[src/rtl/motor602_gate_monitor.sv]
// motor602_gate_monitor
// Passive monitor on the six half-bridge gate drives. It flags shoot-through,
// dead-time violations and skipped commutation steps in a sticky fault, and
// reports the six-step sector, rotation direction and electrical period.
// The gate pins are registered once. Every check works on that copy, so an
// output follows a pin change by two clock edges.
module motor602_gate_monitor #(
  parameter int DEADTIME_MIN = 4,
  parameter int PERIOD_W     = 24
) (
  input  logic                clkI,
  input  logic                nRstI,
  input  logic                aHpI,
  input  logic                aLpI,
  input  logic                bHpI,
  input  logic                bLpI,
  input  logic                cHpI,
  input  logic                cLpI,
  input  logic                clrFaultI,
  output logic                faultO,
  output logic [1:0]          faultCodeO,
  output logic [2:0]          sectorO,
  output logic                sectorValidO,
  output logic                dirO,
  output logic [PERIOD_W-1:0] periodO,
  output logic                periodValidO
);

  typedef enum logic [1:0] {LEG_OFF, LEG_POS, LEG_NEG, LEG_SHOOT} legState_t;
  typedef enum logic [1:0] {DRV_NONE, DRV_POS, DRV_NEG} lastDrv_t;

  localparam int                 CNT_W      = $clog2(DEADTIME_MIN + 1);
  localparam logic [CNT_W-1:0]   DT_MAX     = CNT_W'(DEADTIME_MIN);
  localparam logic [PERIOD_W-1:0] PERIOD_MAX = '1;

  // Registered gate copy. Index 0 = leg a, 1 = leg b, 2 = leg c.
  logic [2:0]       hQ, lQ;
  legState_t        leg [3];
  logic [CNT_W-1:0] offCnt [3];
  lastDrv_t         lastDrv [3];

  logic                shootHit, deadHit, skipHit;
  logic                secValid, stepChk, zeroEntry;
  logic [2:0]          secNow, nextP, prevP;
  logic [1:0]          newCode;
  logic                haveP, armed;
  logic [PERIOD_W-1:0] periodCnt;

  // Single register stage on the gate pins.
  // NOTE: clocked state uses non-blocking (<=) so every register samples the pre-edge values of the others.
  always_ff @(posedge clkI or negedge nRstI) begin
    if (!nRstI) begin
      hQ <= '0;
      lQ <= '0;
    end else begin
      hQ <= {cHpI, bHpI, aHpI};
      lQ <= {cLpI, bLpI, aLpI};
    end
  end

  // Decode each leg from its high/low pair.
  always_comb begin
    for (int i = 0; i < 3; i++) begin
      unique case ({hQ[i], lQ[i]})
        2'b10:   leg[i] = LEG_POS;
        2'b01:   leg[i] = LEG_NEG;
        2'b11:   leg[i] = LEG_SHOOT;
        default: leg[i] = LEG_OFF;
      endcase
    end
  end

  // Per-leg OFF run length and the polarity of the last drive.
  // NOTE: these per-leg arrays are only three entries of control state, so they are cleared by reset like any flop.
  always_ff @(posedge clkI or negedge nRstI) begin
    if (!nRstI) begin
      for (int i = 0; i < 3; i++) begin
        offCnt[i]  <= '0;
        lastDrv[i] <= DRV_NONE;
      end
    end else begin
      for (int i = 0; i < 3; i++) begin
        if (leg[i] == LEG_OFF) begin
          if (offCnt[i] != DT_MAX) offCnt[i] <= offCnt[i] + 1'b1;
        end else begin
          offCnt[i] <= '0;
        end
        if (leg[i] == LEG_POS) lastDrv[i] <= DRV_POS;
        if (leg[i] == LEG_NEG) lastDrv[i] <= DRV_NEG;
      end
    end
  end

  // Shoot-through and dead-time detection across the three legs.
  // NOTE: every always_comb output gets a default first so no path leaves it unassigned (no latch).
  always_comb begin
    shootHit = 1'b0;
    deadHit  = 1'b0;
    for (int i = 0; i < 3; i++) begin
      if (leg[i] == LEG_SHOOT) shootHit = 1'b1;
      if (offCnt[i] < DT_MAX &&
          ((leg[i] == LEG_POS && lastDrv[i] == DRV_NEG) ||
           (leg[i] == LEG_NEG && lastDrv[i] == DRV_POS)))
        deadHit = 1'b1;
    end
  end

  // Six-step sector decode and step legality relative to the last valid sector.
  always_comb begin
    secValid = 1'b1;
    secNow   = 3'd0;
    case ({leg[0], leg[1], leg[2]})
      {LEG_POS, LEG_NEG, LEG_OFF}: secNow = 3'd0;
      {LEG_POS, LEG_OFF, LEG_NEG}: secNow = 3'd1;
      {LEG_OFF, LEG_POS, LEG_NEG}: secNow = 3'd2;
      {LEG_NEG, LEG_POS, LEG_OFF}: secNow = 3'd3;
      {LEG_NEG, LEG_OFF, LEG_POS}: secNow = 3'd4;
      {LEG_OFF, LEG_NEG, LEG_POS}: secNow = 3'd5;
      default:                     secValid = 1'b0;
    endcase
    nextP     = (sectorO == 3'd5) ? 3'd0 : sectorO + 3'd1;
    prevP     = (sectorO == 3'd0) ? 3'd5 : sectorO - 3'd1;
    stepChk   = secValid && haveP && (secNow != sectorO);
    skipHit   = stepChk && (secNow != nextP) && (secNow != prevP);
    zeroEntry = secValid && (secNow == 3'd0) && (!haveP || sectorO != 3'd0);
    newCode   = shootHit ? 2'd1 : (deadHit ? 2'd2 : 2'd3);
  end

  // Sector, direction and the have-a-previous-sector flag.
  always_ff @(posedge clkI or negedge nRstI) begin
    if (!nRstI) begin
      sectorO      <= 3'd0;
      sectorValidO <= 1'b0;
      dirO         <= 1'b0;
      haveP        <= 1'b0;
    end else begin
      sectorValidO <= secValid;
      if (secValid) begin
        sectorO <= secNow;
        haveP   <= 1'b1;
        if (stepChk && secNow == nextP) dirO <= 1'b0;
        if (stepChk && secNow == prevP) dirO <= 1'b1;
      end
    end
  end

  // Electrical period between sector-0 entries; the first entry only arms.
  always_ff @(posedge clkI or negedge nRstI) begin
    if (!nRstI) begin
      periodCnt    <= '0;
      periodO      <= '0;
      periodValidO <= 1'b0;
      armed        <= 1'b0;
    end else begin
      periodValidO <= 1'b0;
      if (zeroEntry) begin
        if (armed) begin
          periodO      <= periodCnt;
          periodValidO <= 1'b1;
        end
        periodCnt <= PERIOD_W'(1);
        armed     <= 1'b1;
      end else if (periodCnt != PERIOD_MAX) begin
        periodCnt <= periodCnt + 1'b1;
      end
    end
  end

  // Sticky fault: first code wins until cleared; a fault coincident with clear loads anew.
  always_ff @(posedge clkI or negedge nRstI) begin
    if (!nRstI) begin
      faultO     <= 1'b0;
      faultCodeO <= 2'd0;
    end else if (shootHit || deadHit || skipHit) begin
      faultO <= 1'b1;
      if (!faultO || clrFaultI) faultCodeO <= newCode;
    end else if (clrFaultI) begin
      faultO     <= 1'b0;
      faultCodeO <= 2'd0;
    end
  end

endmodule
[config.mk]
export PLATFORM = sky130hd
export DESIGN_NAME = motor602_gate_monitor
export DESIGN_NICKNAME = d
export VERILOG_FILES = /design/src/rtl/motor602_gate_monitor.sv
export SDC_FILE = /design/constraint.sdc
export NUM_CORES = 1
export LEC_CHECK = 0
export ABC_CLOCK_PERIOD_IN_PS = 2600
export CORE_ASPECT_RATIO = 0.75
export CORE_MARGIN = 5
export CORE_UTILIZATION = 55
export DETAILED_ROUTE_END_ITERATION = 6
export GPL_TIMING_DRIVEN = 0
export PLACE_DENSITY = 0.78
export SYNTH_ARGS = -nofsm -noshare
export SYNTH_HDL_FRONTEND = slang
export SYNTH_SLANG_ARGS = --single-unit
[constraint.sdc]
create_clock -name clkI -period 2.6 [get_ports clkI]
set_input_delay 0.39 -clock clkI [delete_from_list [all_inputs] [get_ports clkI]]
set_output_delay 0.39 -clock clkI [all_outputs]
set_load 0.01 [all_outputs]
==> out/metrics.csv <==
metric;value;unit
crit_family;buffers and inverters;
cp_common_cell;buf_4;
worstPathCellList;inv_1, ha_1, buf_2, nand3_1, nand2_1, a2111oi_4, and2_1, buf_4, buf_4, mux2_2;
grt_pass1_wl;13300;um
ys_warn_count;0;
cap_viol_max_count;0;
clk_pin_slew_worst_paths;70;ps
r2r_slack;150;ps
placement.io_buffers;41;
fp.dieH;83.63;um
start_util;57.37;%
synthDistinctLibCells;53;
reg2reg_depth;10;
core;6929;um^2
fin_nets;444;
routed_via_density;5.568;
dieArea;9045;um^2
area_delta_synth_final;19.89;%
final.fill_count;509;
synthCells;358;
placed_cell_area;4533;um^2
drive_gt1_share;15.79;%
synth_edf_count;0;
cts_buffers;9;
drtIter0Drc;163;
grt_pass1_vias;2731;
vias;2873;
antenna_found_initial;0;
ys_ff_latch;80;
synth_fp_nets;388;
htreeDepth;3;
path_class;reg -> reg;
drc;0;
ir_drop;0.4625;mV
p_per_area;602.3;nW/um^2
r2r_start;lQ[2]$_DFF_PN0_;
critPathLaunchType;register;
skew;3.989;ps
wl_met3;519;um
cellLeakagePower;2.221;nW
worst_ep_required_time;2840;ps
r2r_end;periodO[21]$_DFFE_PN0P_;
antenna_cells;0;
cpMaxStageDelayCell;a2111oi_4;
dr_wl_met2;3465;um
holdCritStartpoint;armed$_DFFE_PN0P_;
wl_met1;3727;um
cpPeakStageDelay;430;ps
synthesis.area;3975;um^2
status;complete, no violations;
whs_path_depth;1;
slew_violations;0;
synth_top_flop_cell;dfrtp_1;
overflow;0;
relSlewSlack;62.91;%
min_to;armed$_DFFE_PN0P_;
wl_per_cell;15.08;um
clock_sinks;80;
drt_pass1_iterations;4;
period_share;94.33;%
place_hpwl;5489;um
cp.buffers_inverters;4;
arrival;2690;ps
async_flop_share;100.0;%
hold_class;reg -> reg;
setup_viol;0;
antenna_left;0;
worst_pin_slew;551.3;ps
synth.avg_cell_area;11.10;um^2
max_freq;407.7;MHz
rows;26;
cts_tree;built;
clock_path_buffers;2;
crit_path_end_kind;register;
dieWidth;108.2;um
grt_max_degree;53;
clock-root-buffer;clkbuf_8;
path_max_fanout;10;
hold_viol;0;
finalCriticalPeriod;2453;ps
drt-total-wl;7783;um
clk_latency;350;ps
ys_seq_area_share;50.36;%
whs;462.9;ps
ios;42;
gp_congestion;0.8249;
highest_layer;met4;
fin_area;4766;um^2
grtUsageTotal;18.51;%
[Yosys cell counts (5+ instances only)]
cell	number	area, um^2
a21oi_1	10	50.05
and2_1	5	31.28
and3_1	6	37.54
dfrtp_1	80	2002
ha_1	21	262.8
inv_1	20	75.07
mux2_2	27	304.0
nand2_1	19	71.32
nand3_1	20	100.1
nand3b_1	7	52.55
nand4_1	10	62.56
nor2_1	27	101.4
nor3_1	5	25.02
o21ai_0	14	70.07
xor2_1	19	166.4
[cells by family (layout without fill, tap and decap cells)]
logic type | count (synthesis) | after routing | synth area share [%]
AO/OA/AOI/OAI | 51 | 51 | 9.003
XOR/XNOR | 23 | 23 | 5.068
adder cells (fa/ha/maj) | 21 | 21 | 6.610
buffers and inverters | 31 | 91 | 3.746
flip-flops | 80 | 80 | 50.36
multiplexers | 31 | 31 | 8.656
AND/OR/NAND/NOR | 121 | 121 | 16.56
[layout make-up]
class,count,area (um^2),area share [%]
Clock buffer,12,135.1,2.835
Buffer,10,75.07,1.575
Timing Repair Buffer,46,467.9,9.819
Multi-Input combinational cell,247,1844,38.70
Clock inverter,3,43.79,0.9189
Tap cell,98,122.6,2.573
Sequential cell,80,2002,42.01
Inverter,20,75.07,1.575
[placed cells by master, fill, tap and decap left out, types with 3 or more instances in the layout]
| master | count |
|---|---|
| or3_1 | 4 |
| clkbuf_8 | 9 |
| nand2_1 | 19 |
| mux2_2 | 27 |
| buf_4 | 6 |
| o2111ai_1 | 3 |
| dfrtp_1 | 80 |
| and2_1 | 5 |
| xnor2_1 | 4 |
| nor4_1 | 3 |
| ha_1 | 20 |
| nor3_1 | 5 |
| a21oi_1 | 10 |
| clkbuf_1 | 4 |
| clkdlybuf4s50_1 | 40 |
| inv_1 | 20 |
| mux2i_1 | 4 |
| nand4_1 | 10 |
| a31oi_1 | 3 |
| nand3_2 | 3 |
| nand3b_1 | 7 |
| o21ai_0 | 14 |
| nand3_1 | 18 |
| nor2_1 | 27 |
| xor2_1 | 19 |
| and3_1 | 6 |
[flip-flops by register name, summed over array words and instances, names as in the netlist]
name	count
offCnt	9
periodCnt	24
hQ	3
lastDrv	6
lQ	3
sectorO	3
dirO	1
faultCodeO	2
faultO	1
armed	1
periodValidO	1
periodO	24
haveP	1
sectorValidO	1
[worst max path at each step]
stage / endpoint / depth (start not counted) / from
2_1_floorplan: periodO[10]$_DFFE_PN0P_ / 10 / hQ[0]$_DFF_PN0_
3_3_place_gp: periodValidO$_DFF_PN0_ / 1 / nRstI
3_5_place_dp: periodO[11]$_DFFE_PN0P_ / 10 / hQ[0]$_DFF_PN0_
4_1_cts: periodO[11]$_DFFE_PN0P_ / 10 / lQ[2]$_DFF_PN0_
5_1_grt: periodO[21]$_DFFE_PN0P_ / 10 / lQ[2]$_DFF_PN0_
6_report: periodO[21]$_DFFE_PN0P_ / 10 / lQ[2]$_DFF_PN0_
[through the flow]
stage	setup slack, ps	utilization [%]	TNS, ps	instances	total power, mW
4_1_cts	57.57	68.49	0	515	2.883
3_3_place_gp	-1657	65.06	-136560	497	1.985
5_1_grt	-2.615	68.78	-2.615	516	3.027
2_1_floorplan	187.5	-	0	358	1.802
3_5_place_dp	-238.0	65.42	-6991	498	2.013
6_report	147.3	68.78	0	516	2.871
[what timing repair did]
item,4_1_cts,5_1_grt
cloned,0,0
hold buffers,1,0
resized for setup,2,4
pin swaps,1,1
buffers inserted,2,1
endpoints found under the hold margin,28,0
endpoints found under the setup margin,45,42
[worst reg2reg max path: cells and delay by family, from the launching register on]
| family | cells | cell delay [ps] |
|---|---|---|
| adders and majority gates | 1 | 170 |
| DFF | 1 | 380 |
| and+or+nand+nor | 3 | 420 |
| buffers and inverters | 4 | 610 |
| AOI/OAI and AO/OA | 1 | 430 |
| muxes | 1 | 350 |
[routing by layer]
layer	track usage [%]	vias up
met3	5.336	11
met1	27.97	1400
li1	-	1383
met5	0	-
met4	5.046	0
met2	25.85	79
[report_power, final]
group / internal [mW] / switching (mW) / total [mW]
combinational: 0.259 / 0.271 / 0.530
sequential: 1.36 / 0.109 / 1.47
clock: 0.440 / 0.432 / 0.872
(Power assumes the default switching activity.)
